<file path="config.mk">
export PLATFORM = sky130hd
export DESIGN_NAME = feature_reader_flat
export DESIGN_NICKNAME = d
export VERILOG_FILES = /design/src/rtl/feature_reader_if.sv /design/src/rtl/feature_reader.sv /design/src/flat_wrapper.sv
export SDC_FILE = /design/constraint.sdc
export NUM_CORES = 1
export LEC_CHECK = 0
export BUFFER_PORTS_ARGS = -buffer_cell sky130_fd_sc_hd__buf_4
export CORE_ASPECT_RATIO = 1.2
export CORE_UTILIZATION = 51
export DETAILED_ROUTE_END_ITERATION = 8
export GPL_TIMING_DRIVEN = 0
export PLACE_DENSITY_LB_ADDON = 0.15
export RECOVER_POWER = 100
export SYNTH_ARGS = -nofsm -noshare
export SYNTH_HDL_FRONTEND = slang
export SYNTH_SLANG_ARGS = --single-unit
</file>
<file path="constraint.sdc">
create_clock -name clk -period 2.3 [get_ports clk]
set_input_delay 0.46 -clock clk [delete_from_list [all_inputs] [get_ports clk]]
set_output_delay 0.46 -clock clk [all_outputs]
set_load 0.1 [all_outputs]
</file>
<file path="src/rtl/feature_reader_if.sv">
// Feature-stream write strobe and host read handshake between the feature modules,
// the reader FIFO and the host. rd_ts exists only when FEATURE_READER_TIMESTAMP_EN is defined.
interface feature_reader_if #(
  parameter int unsigned FEAT_WIDTH = 40
);
  logic [FEAT_WIDTH-1:0] feat_in;
  logic                  feat_valid;
  logic                  rd_req;
  logic                  rd_valid;
  logic [FEAT_WIDTH-1:0] rd_data;
`ifdef FEATURE_READER_TIMESTAMP_EN
  logic [15:0]           rd_ts;
`endif

  modport master (
    output feat_in, feat_valid, rd_req,
`ifdef FEATURE_READER_TIMESTAMP_EN
    input  rd_ts,
`endif
    input  rd_valid, rd_data
  );

  modport slave (
    input  feat_in, feat_valid, rd_req,
`ifdef FEATURE_READER_TIMESTAMP_EN
    output rd_ts,
`endif
    output rd_valid, rd_data
  );
endinterface

</file>
<file path="src/rtl/feature_reader.sv">
// Feature reader: buffers the feature stream in a small FIFO drained by the host and runs a
// consecutive-threshold alarm FSM. FEATURE_READER_TIMESTAMP_EN adds a per-entry feature index.
module feature_reader #(
  parameter int unsigned FEAT_WIDTH = 40,
  parameter int unsigned DEPTH      = 4,
  parameter int unsigned ADDR_W     = 2,
  parameter int unsigned HIT_COUNT  = 3
) (
  input  logic                  clk,
  input  logic                  rst,
  feature_reader_if.slave       bus,
  input  logic [FEAT_WIDTH-1:0] thresh,
  output logic [ADDR_W:0]       fifo_count,
  output logic                  overflow,
  output logic                  detect
);

  localparam int unsigned CntW = $clog2(HIT_COUNT + 1);
`ifdef FEATURE_READER_TIMESTAMP_EN
  localparam int unsigned EntryW = FEAT_WIDTH + 16;
`else
  localparam int unsigned EntryW = FEAT_WIDTH;
`endif

  localparam logic [ADDR_W-1:0] PtrOne   = ADDR_W'(1);
  localparam logic [ADDR_W:0]   CountOne = (ADDR_W + 1)'(1);
  localparam logic [ADDR_W:0]   CountMax = (ADDR_W + 1)'(DEPTH);
  localparam logic [CntW-1:0]   CntOne   = CntW'(1);
  localparam logic [CntW-1:0]   CntHit   = CntW'(HIT_COUNT);

  typedef enum logic [1:0] {StIdle, StCount, StAlarm} state_e;

  logic [EntryW-1:0]     mem_q [DEPTH];
  logic [ADDR_W-1:0]     wr_ptr_q, rd_ptr_q;
  logic [ADDR_W:0]       count_q;
  logic                  rd_valid_q;
  logic [FEAT_WIDTH-1:0] rd_data_q;
  logic                  overflow_q;

  state_e                state_q;
  logic [CntW-1:0]       hit_cnt_q, rel_cnt_q;
  logic [CntW-1:0]       hit_inc, rel_inc;
  logic                  detect_q;

  logic                  full, empty, push, pop, above;
  logic [EntryW-1:0]     wr_entry;

  assign full  = (count_q == CountMax);
  assign empty = (count_q == '0);
  assign pop   = bus.rd_req && !empty;
  // A pop on a full FIFO frees the slot the same-cycle write lands in.
  assign push  = bus.feat_valid && (!full || pop);
  assign above = $signed(bus.feat_in) > $signed(thresh);

  assign hit_inc = (hit_cnt_q == '1) ? hit_cnt_q : hit_cnt_q + CntOne;
  assign rel_inc = (rel_cnt_q == '1) ? rel_cnt_q : rel_cnt_q + CntOne;

`ifdef FEATURE_READER_TIMESTAMP_EN
  logic [15:0] idx_q;
  logic [15:0] rd_ts_q;

  assign wr_entry = {idx_q, bus.feat_in};

  always_ff @(posedge clk) begin
    if (!rst) begin
      idx_q   <= '0;
      rd_ts_q <= '0;
    end else begin
      if (bus.feat_valid) idx_q <= idx_q + 16'd1;
      if (pop)            rd_ts_q <= mem_q[rd_ptr_q][EntryW-1:FEAT_WIDTH];
    end
  end

  assign bus.rd_ts = rd_ts_q;
`else
  assign wr_entry = bus.feat_in;
`endif

  always_ff @(posedge clk) begin
    if (push) mem_q[wr_ptr_q] <= wr_entry;
  end

  always_ff @(posedge clk) begin
    if (!rst) begin
      wr_ptr_q   <= '0;
      rd_ptr_q   <= '0;
      count_q    <= '0;
      rd_valid_q <= 1'b0;
      rd_data_q  <= '0;
      overflow_q <= 1'b0;
    end else begin
      rd_valid_q <= pop;
      if (push) wr_ptr_q <= wr_ptr_q + PtrOne;
      if (pop) begin
        rd_ptr_q  <= rd_ptr_q + PtrOne;
        rd_data_q <= mem_q[rd_ptr_q][FEAT_WIDTH-1:0];
      end
      case ({push, pop})
        2'b10:   count_q <= count_q + CountOne;
        2'b01:   count_q <= count_q - CountOne;
        default: count_q <= count_q;
      endcase
      if (bus.feat_valid && !push) overflow_q <= 1'b1;
    end
  end

  always_ff @(posedge clk) begin
    if (!rst) begin
      state_q   <= StIdle;
      hit_cnt_q <= '0;
      rel_cnt_q <= '0;
      detect_q  <= 1'b0;
    end else if (bus.feat_valid) begin
      case (state_q)
        StIdle: begin
          if (above) begin
            if (HIT_COUNT == 1) begin
              state_q   <= StAlarm;
              hit_cnt_q <= '0;
              rel_cnt_q <= '0;
              detect_q  <= 1'b1;
            end else begin
              state_q   <= StCount;
              hit_cnt_q <= CntOne;
            end
          end else begin
            hit_cnt_q <= '0;
          end
        end
        StCount: begin
          if (above) begin
            if (hit_inc == CntHit) begin
              state_q   <= StAlarm;
              hit_cnt_q <= '0;
              rel_cnt_q <= '0;
              detect_q  <= 1'b1;
            end else begin
              hit_cnt_q <= hit_inc;
            end
          end else begin
            state_q   <= StIdle;
            hit_cnt_q <= '0;
          end
        end
        StAlarm: begin
          if (above) begin
            rel_cnt_q <= '0;
          end else if (rel_inc == CntHit) begin
            state_q   <= StIdle;
            rel_cnt_q <= '0;
            detect_q  <= 1'b0;
          end else begin
            rel_cnt_q <= rel_inc;
          end
        end
        default: begin
          state_q   <= StIdle;
          hit_cnt_q <= '0;
          rel_cnt_q <= '0;
          detect_q  <= 1'b0;
        end
      endcase
    end
  end

  assign bus.rd_valid = rd_valid_q;
  assign bus.rd_data  = rd_data_q;
  assign fifo_count   = count_q;
  assign overflow     = overflow_q;
  assign detect       = detect_q;

endmodule

</file>
<file path="src/flat_wrapper.sv">
// flat-port wrapper written by rule: the top's interface ports become plain ports
module feature_reader_flat 
#(
  parameter int unsigned FEAT_WIDTH = 40,
  parameter int unsigned DEPTH      = 4,
  parameter int unsigned ADDR_W     = 2,
  parameter int unsigned HIT_COUNT  = 3
)
  (clk, rst, thresh, fifo_count, overflow, detect, bus_feat_in, bus_feat_valid, bus_rd_req, bus_rd_valid, bus_rd_data);
  feature_reader_if #(.FEAT_WIDTH(FEAT_WIDTH)) bus_i ();
  input  logic clk;
  input  logic rst;
  input  logic [FEAT_WIDTH-1:0] thresh;
  output logic [ADDR_W:0] fifo_count;
  output logic overflow;
  output logic detect;
  input wire logic [$bits(bus_i.feat_in)-1:0] bus_feat_in;
  input wire logic [$bits(bus_i.feat_valid)-1:0] bus_feat_valid;
  input wire logic [$bits(bus_i.rd_req)-1:0] bus_rd_req;
  output wire logic [$bits(bus_i.rd_valid)-1:0] bus_rd_valid;
  output wire logic [$bits(bus_i.rd_data)-1:0] bus_rd_data;
  assign bus_i.feat_in = bus_feat_in;
  assign bus_i.feat_valid = bus_feat_valid;
  assign bus_i.rd_req = bus_rd_req;
  assign bus_rd_valid = bus_i.rd_valid;
  assign bus_rd_data = bus_i.rd_data;
  feature_reader #(.FEAT_WIDTH(FEAT_WIDTH), .DEPTH(DEPTH), .ADDR_W(ADDR_W), .HIT_COUNT(HIT_COUNT)) u_core (.clk(clk), .rst(rst), .bus(bus_i), .thresh(thresh), .fifo_count(fifo_count), .overflow(overflow), .detect(detect));
endmodule
</file>
-- Word level (Yosys, flattened, before mapping)
Memory sizes are Yosys's and may differ from the RTL's. A register that Yosys moved wholly into a read port is not among the register bits.
Index checks and enable logic that the tools add are counted.
W data, S select, Z words.
- memory bits (writable): 160
- memories: 1
- logic and storage cells: 74
- bits of input ports: 84
- register bits: 16
- memories (name ; words ; bits a word ; rd ports ; clocked after Yosys merged registers in ; wr ports ; RTL line ; text):
    u_core.mem_q ; 4 ; 40 ; 1 ; 1 ; 1 ; feature_reader.sv:33 ; logic [EntryW-1:0] mem_q [DEPTH];
- $lt $le $gt $ge: 1
- bitwise operators: 2
- multiplexer cells: 25
- equality and inequality tests: 15
- $add $sub $neg: 6
- reduce and logical (&&, ||, !) cells: 15
- operator list (operator ; count):
    $gt A40 B40 Y1 ; 1
    $mux W2 ; 13
    $pmux W2 S3 ; 3
    $eq A2 B2 Y1 const B ; 6
    $add A2 B1 Y2 const B ; 4
    $ne A2 B1 Y1 const B ; 4
    $mux W1 ; 7
    $pmux W3 S2 ; 1
    $reduce_and A6 Y1 ; 1
    $reduce_and A5 Y1 ; 1
    $eq A2 B1 Y1 const B ; 2
    $logic_not A1 Y1 ; 4
    $reduce_and A4 Y1 ; 1
    $add A3 B1 Y3 const B ; 1
    $eq A3 B3 Y1 const B ; 1
    $logic_and A1 B1 Y1 ; 3
    $logic_not A3 Y1 ; 1
    $ne A3 B3 Y1 const B ; 1
    $pmux W1 S3 ; 1
    $sub A3 B1 Y3 const B ; 1
    $logic_not A2 Y1 ; 1
    $ne A2 B2 Y1 const B ; 1
    $not A1 Y1 ; 2
    $reduce_and A2 Y1 ; 1
    2 further kinds ; 2

-- Depth between registers and ports, before layout
- depth after elaboration: 7
- gate-level depth with buffers: 10

-- Worst setup path after synthesis
Ideal clock, no wire load.
- path type: reg-to-reg
- start: register u_core.count_q[0], in the netlist u_core.fifo_count[0]
- end: memory u_core.mem_q[0][0] in the netlist's numbering, enable pin
- path slack: -0.683 ns
- arrival: 2.582 ns
- library setup time: 0.401 ns
- path buffers: 1
- period minus slack after synthesis: 2.983 ns
- cell stages (with the launch flop): 5
- cells stage by stage: dfxtp_1 -> nor4b_1 -> nor2b_1 -> clkbuf_1 -> and2_1
- cells in the longest elaborated chain, start to end: 7
- elaborated cells on any way between the ends: 9
- RTL lines (what ; RTL line ; text):
    start: declaration ; feature_reader.sv:35 ; logic [ADDR_W:0] count_q;
    start signal: assignment ; feature_reader.sv:99 ; 2'b10: count_q <= count_q + CountOne;
    start signal: assignment ; feature_reader.sv:100 ; 2'b01: count_q <= count_q - CountOne;
    start signal: assignment ; feature_reader.sv:101 ; default: count_q <= count_q;
    $logic_not A3 Y1 ; feature_reader.sv:49 ; assign empty = (count_q == '0);
    $logic_not A1 Y1 ; feature_reader.sv:50 ; assign pop = bus.rd_req && !empty;
    $logic_and A1 B1 Y1 ; feature_reader.sv:50 ;
    $logic_or A1 B1 Y1 (*) ; feature_reader.sv:52 ; assign push = bus.feat_valid && (!full || pop);
    $logic_and A1 B1 Y1 (*) ; feature_reader.sv:52 ;
    $mux W1 (*) ; feature_reader.sv:80 ; if (push) mem_q[wr_ptr_q] <= wr_entry;
    $mux W1 (not written as such) (*) ; feature_reader.sv:80 ;
    end: declaration ; feature_reader.sv:33 ;
Every way passes the cells marked *; elsewhere a longest branch is shown, timed or not.

-- Worst setup path after layout
- start: input port bus_feat_in[23]
- end: register u_core.state_q[1]
- cells in the longest elaborated chain, start to end: 3
- elaborated cells on any way between the ends: 7
- RTL lines (what ; RTL line ; text):
    start: declaration ; flat_wrapper.sv:17 ; input wire logic [$bits(bus_i.feat_in)-1:0] bus_feat_in;
    $gt A40 B40 Y1 (*) ; feature_reader.sv:53 ; assign above = $signed(bus.feat_in) > $signed(thresh);
    $ne A3 B3 Y1 (no line), or another cell as far along ; n/a ;
    $reduce_and A5 Y1 (no line) / $pmux W2 S3 (equally long branches) ; n/a ;
    end signal: assignment ; feature_reader.sv:109 ; state_q <= StIdle;
    end signal: assignment ; feature_reader.sv:118 ; state_q <= StAlarm;
    end signal: assignment ; feature_reader.sv:123 ; state_q <= StCount;
    end: declaration ; feature_reader.sv:40 ; state_e state_q;
Marks and branches as above.
A chain may end at the register's enable or synchronous reset.

==> metrics.txt <==
Die Y 147.4 µm; total nets after synthesis approximately 750; min cycle time layout roughly 2500 ps; leakage between 4 and 5 nW; hold path depth 1; combinational family with the most area after synthesis multiplexers; R2R Setup Slk -50 ps; layout cell share with drive strength beyond 1 0.3054; final setup fails ~150; Netlist cell types between 40 and 50; ANT cells 0; FP Rows 52; Peak supply drop around 0.0008 V; clk slew on worst S/H paths 60 ps; I/O pin count 130; share of power burned in registers 0.384; worst r2r path cells 4; critical-path maximum fanout 5; Post-synth EDFFs 160; worst skew pair latency roughly 500 ps; Netlist Area Pre-Place between 8000 and 9000 µm²; clk root buf clkbuf_16; Final period util 1.072; final wirelength approximately 19 mm; clock buffer depth 3; total net switching power between 4 and 5 mW; RSZ-0062 raised after global routing true; total power 12.82 mW; initial antenna violation count 0; worst r2r src u_core.fifo_count[2]$_SDFFE_PN0P_; sequential element share of the synthesized area 0.6593; HPWL Detailed ~12 mm; Fin. Hold Viols 0; number of global-route vias before repair around 5,800; non-filler cells, final ~1,000; DR DRC count 0; hold endpoint u_core.mem_q[3][22]$_DFFE_PP_; xor and xnor area share after synthesis 0.006822; CORE AREA between 15,000 and 20,000 µm²; FF-to-FF End u_core.mem_q[2][31]$_DFFE_PP_; synth warn 0; HP Class in2reg; Post-DRT Antenna Nets 0; Post-Syn Instances around 630; Multi-input gate area about 3200 µm²; Post-CTS Hold Buffers 0; Filler cells around 1,300; status complete, but fails checks; CP Launch Type primary input; HP Start bus_feat_in[22]; largest net degree at the start of global routing 41; NumNets Final 913; htree depth 1; die outline area roughly 18,000 µm²; top post-synthesis cells by count edfxtp_1, nand2_1, a21oi_1; area leader, netlist edfxtp_1; Synth Area in Simple Gates 0.07392; starting DRC count in detailed routing 290; power per cell area approximately 1100 nW/µm²; Adder-Cell Fraction of Synth Area 0.06348; critical path endpoint category flip-flop; All-Layer GR Usage 0.2151; Hold Slack about 180 ps; per-cell routed wire length 18.67 µm; Mean Syn Cell Area 14.38 µm²; most numerous cell in the Yosys netlist edfxtp_1; PnR worst setup slack -164.7 ps; CTS Sinks 216; Final Wtd Congestion around 0.75; Clock Skews about 7.5 ps; DR pass1 iterations 5; Async S/R FF share, synth 0; Max Transition Viols Final 0; Worst EP required ~2700 ps; switch share 0.3629; fin util 0.6645; grt ovf 0; arrival time at the worst endpoint 2830 ps; Placed Instances around 970; total of max-cap violations 0; post-synth top area share 0.5346; clock share of power 0.282; combinational share of power 0.333; TritonCTS Buffers 22; TritonCTS clock tree yes; synth top area cells edfxtp_1, dfxtp_1, mux4_2; max_slew headroom 0.2346; Die Wd roughly 120 µm; via count between 5,000 and 6,000; Synth Flop Type edfxtp_1; slew at the pin closest to its max-slew limit about 1100 ps; drt via density 5.512; Initial Util 0.5272; first-pass GRT wire length approximately 29 mm; Layout area overhead 26.03%; Synth Area in Compound Gates 0.06279; failing checks negative setup slack; fmax between 0.4 and 0.5 GHz; P_int about 8 mW; port bufs 128; multiplexer share of the synthesized area 0.1014; synthesis-stage register bit count 216; Storage cell area 5932 µm²; kind of critical path in2reg
-- timing repair --
item | CTS | global route
cloned | 0 | 1
resized for setup | 2 | 56
setup endpoints to repair | 163 | 168
pin swaps | 2 | 29
buffers inserted | 1 | 5
-- critical path, stage by stage --
cell      delay (ps)
clkbuf_1         280
ha_4             270
nand4_1          190
nor2_2            70
a221o_1          390
o31a_1           300
o31a_1           330
buf_6            140
o21ai_4          180
a21o_2           150
a31oi_1           50
-- layer usage --
metal | routed length [µm] | global-route usage | vias up
met5 | 0 | 0 | -
met4 | 588 | 0.07771 | 0
met3 | 885 | 0.02546 | 36
met2 | 10040 | 0.3883 | 169
met1 | 7432 | 0.2623 | 2760
li1 | - | - | 2630
-- power by group through the flow --
stage	clock network [mW]	registers [mW]	logic (mW)
after CTS	3.67	4.93	4.36
after global routing	3.81	4.98	4.56
after detailed placement	0	5.01	4.35
final	3.62	4.93	4.27
after floorplan	0	6.60	1.69
after global placement	0	4.98	4.29
-- state kept, by name, summed over array words and instances (netlist names) --
name / flops
u_core.bus.rd_valid: 1
u_core.fifo_count: 3
u_core.wr_ptr_q: 2
u_core.rd_ptr_q: 2
u_core.state_q: 2
u_core.bus.rd_data: 40
u_core.mem_q: 160
u_core.hit_cnt_q: 2
u_core.detect: 1
u_core.overflow: 1
u_core.rel_cnt_q: 2
-- cell families (layout without fill, tap and decap cells) --
| kind of cell | after synthesis | in the layout |
|---|---|---|
| AO/OA/AOI/OAI | 95 | 96 |
| XOR/XNOR | 7 | 7 |
| adder cells (fa/ha/maj) | 45 | 45 |
| buffers and inverters | 76 | 249 |
| flip-flops | 216 | 216 |
| multiplexers | 41 | 41 |
| AND/OR/NAND/NOR | 145 | 145 |
-- area by class of cell --
class,instances,area share
Sequential cell,216,0.5237
Multi-Input combinational cell,334,0.2827
Timing Repair Buffer,134,0.07390
Clock buffer,32,0.05821
Tap cell,216,0.02386
Inverter,48,0.02010
Buffer,28,0.009610
Clock inverter,7,0.007953
-- worst max-delay path by stage --
stage / end / slack [ps] / cells past startpoint / startpoint
4_1_cts: u_core.mem_q[1][34]$_DFFE_PP_ / -80 / 4 / u_core.fifo_count[2]$_SDFFE_PN0P_
3_3_place_gp: u_core.detect$_SDFFE_PN0P_ / -530 / 9 / bus_feat_in[26]
3_5_place_dp: u_core.detect$_SDFFE_PN0P_ / -570 / 9 / bus_feat_in[26]
6_report: u_core.state_q[1]$_SDFFE_PN0P_ / -160 / 11 / bus_feat_in[23]
5_1_grt: u_core.mem_q[3][33]$_DFFE_PP_ / -240 / 4 / u_core.fifo_count[2]$_SDFFE_PN0P_
2_1_floorplan: u_core.detect$_SDFFE_PN0P_ / -100 / 9 / thresh[34]
-- layout by cell type (no fill, tap or decap), types with 3 or more instances in the layout --
master,instances
a21oi_2,3
o211ai_1,3
xor2_1,3
a21oi_1,60
ha_4,25
mux4_2,40
nand3_1,4
nand2_1,95
and2_2,4
nor2_1,12
clkbuf_8,5
buf_2,3
inv_1,29
ha_1,19
xnor2_1,4
buf_6,9
clkbuf_2,21
buf_1,7
o21ai_0,4
edfxtp_1,160
nand2b_1,3
clkbuf_16,23
inv_4,8
o31a_1,3
dfxtp_1,53
inv_2,7
nor2b_1,3
buf_4,63
nand4_1,8
a21o_1,4
clkbuf_1,62
-- through the flow --
stage / TNS, ps / setup slack (ps) / cell area [µm²]
4_1_cts: -9967 / -82.38 / 11240
3_3_place_gp: -56950 / -533.3 / 10480
2_1_floorplan: -192.2 / -98.92 / 9244
5_1_grt: -35070 / -237.4 / 11330
6_report: -4020 / -164.7 / 11330
3_5_place_dp: -66260 / -568.6 / 10480
Note: power is estimated with default switching activity, not from simulation.
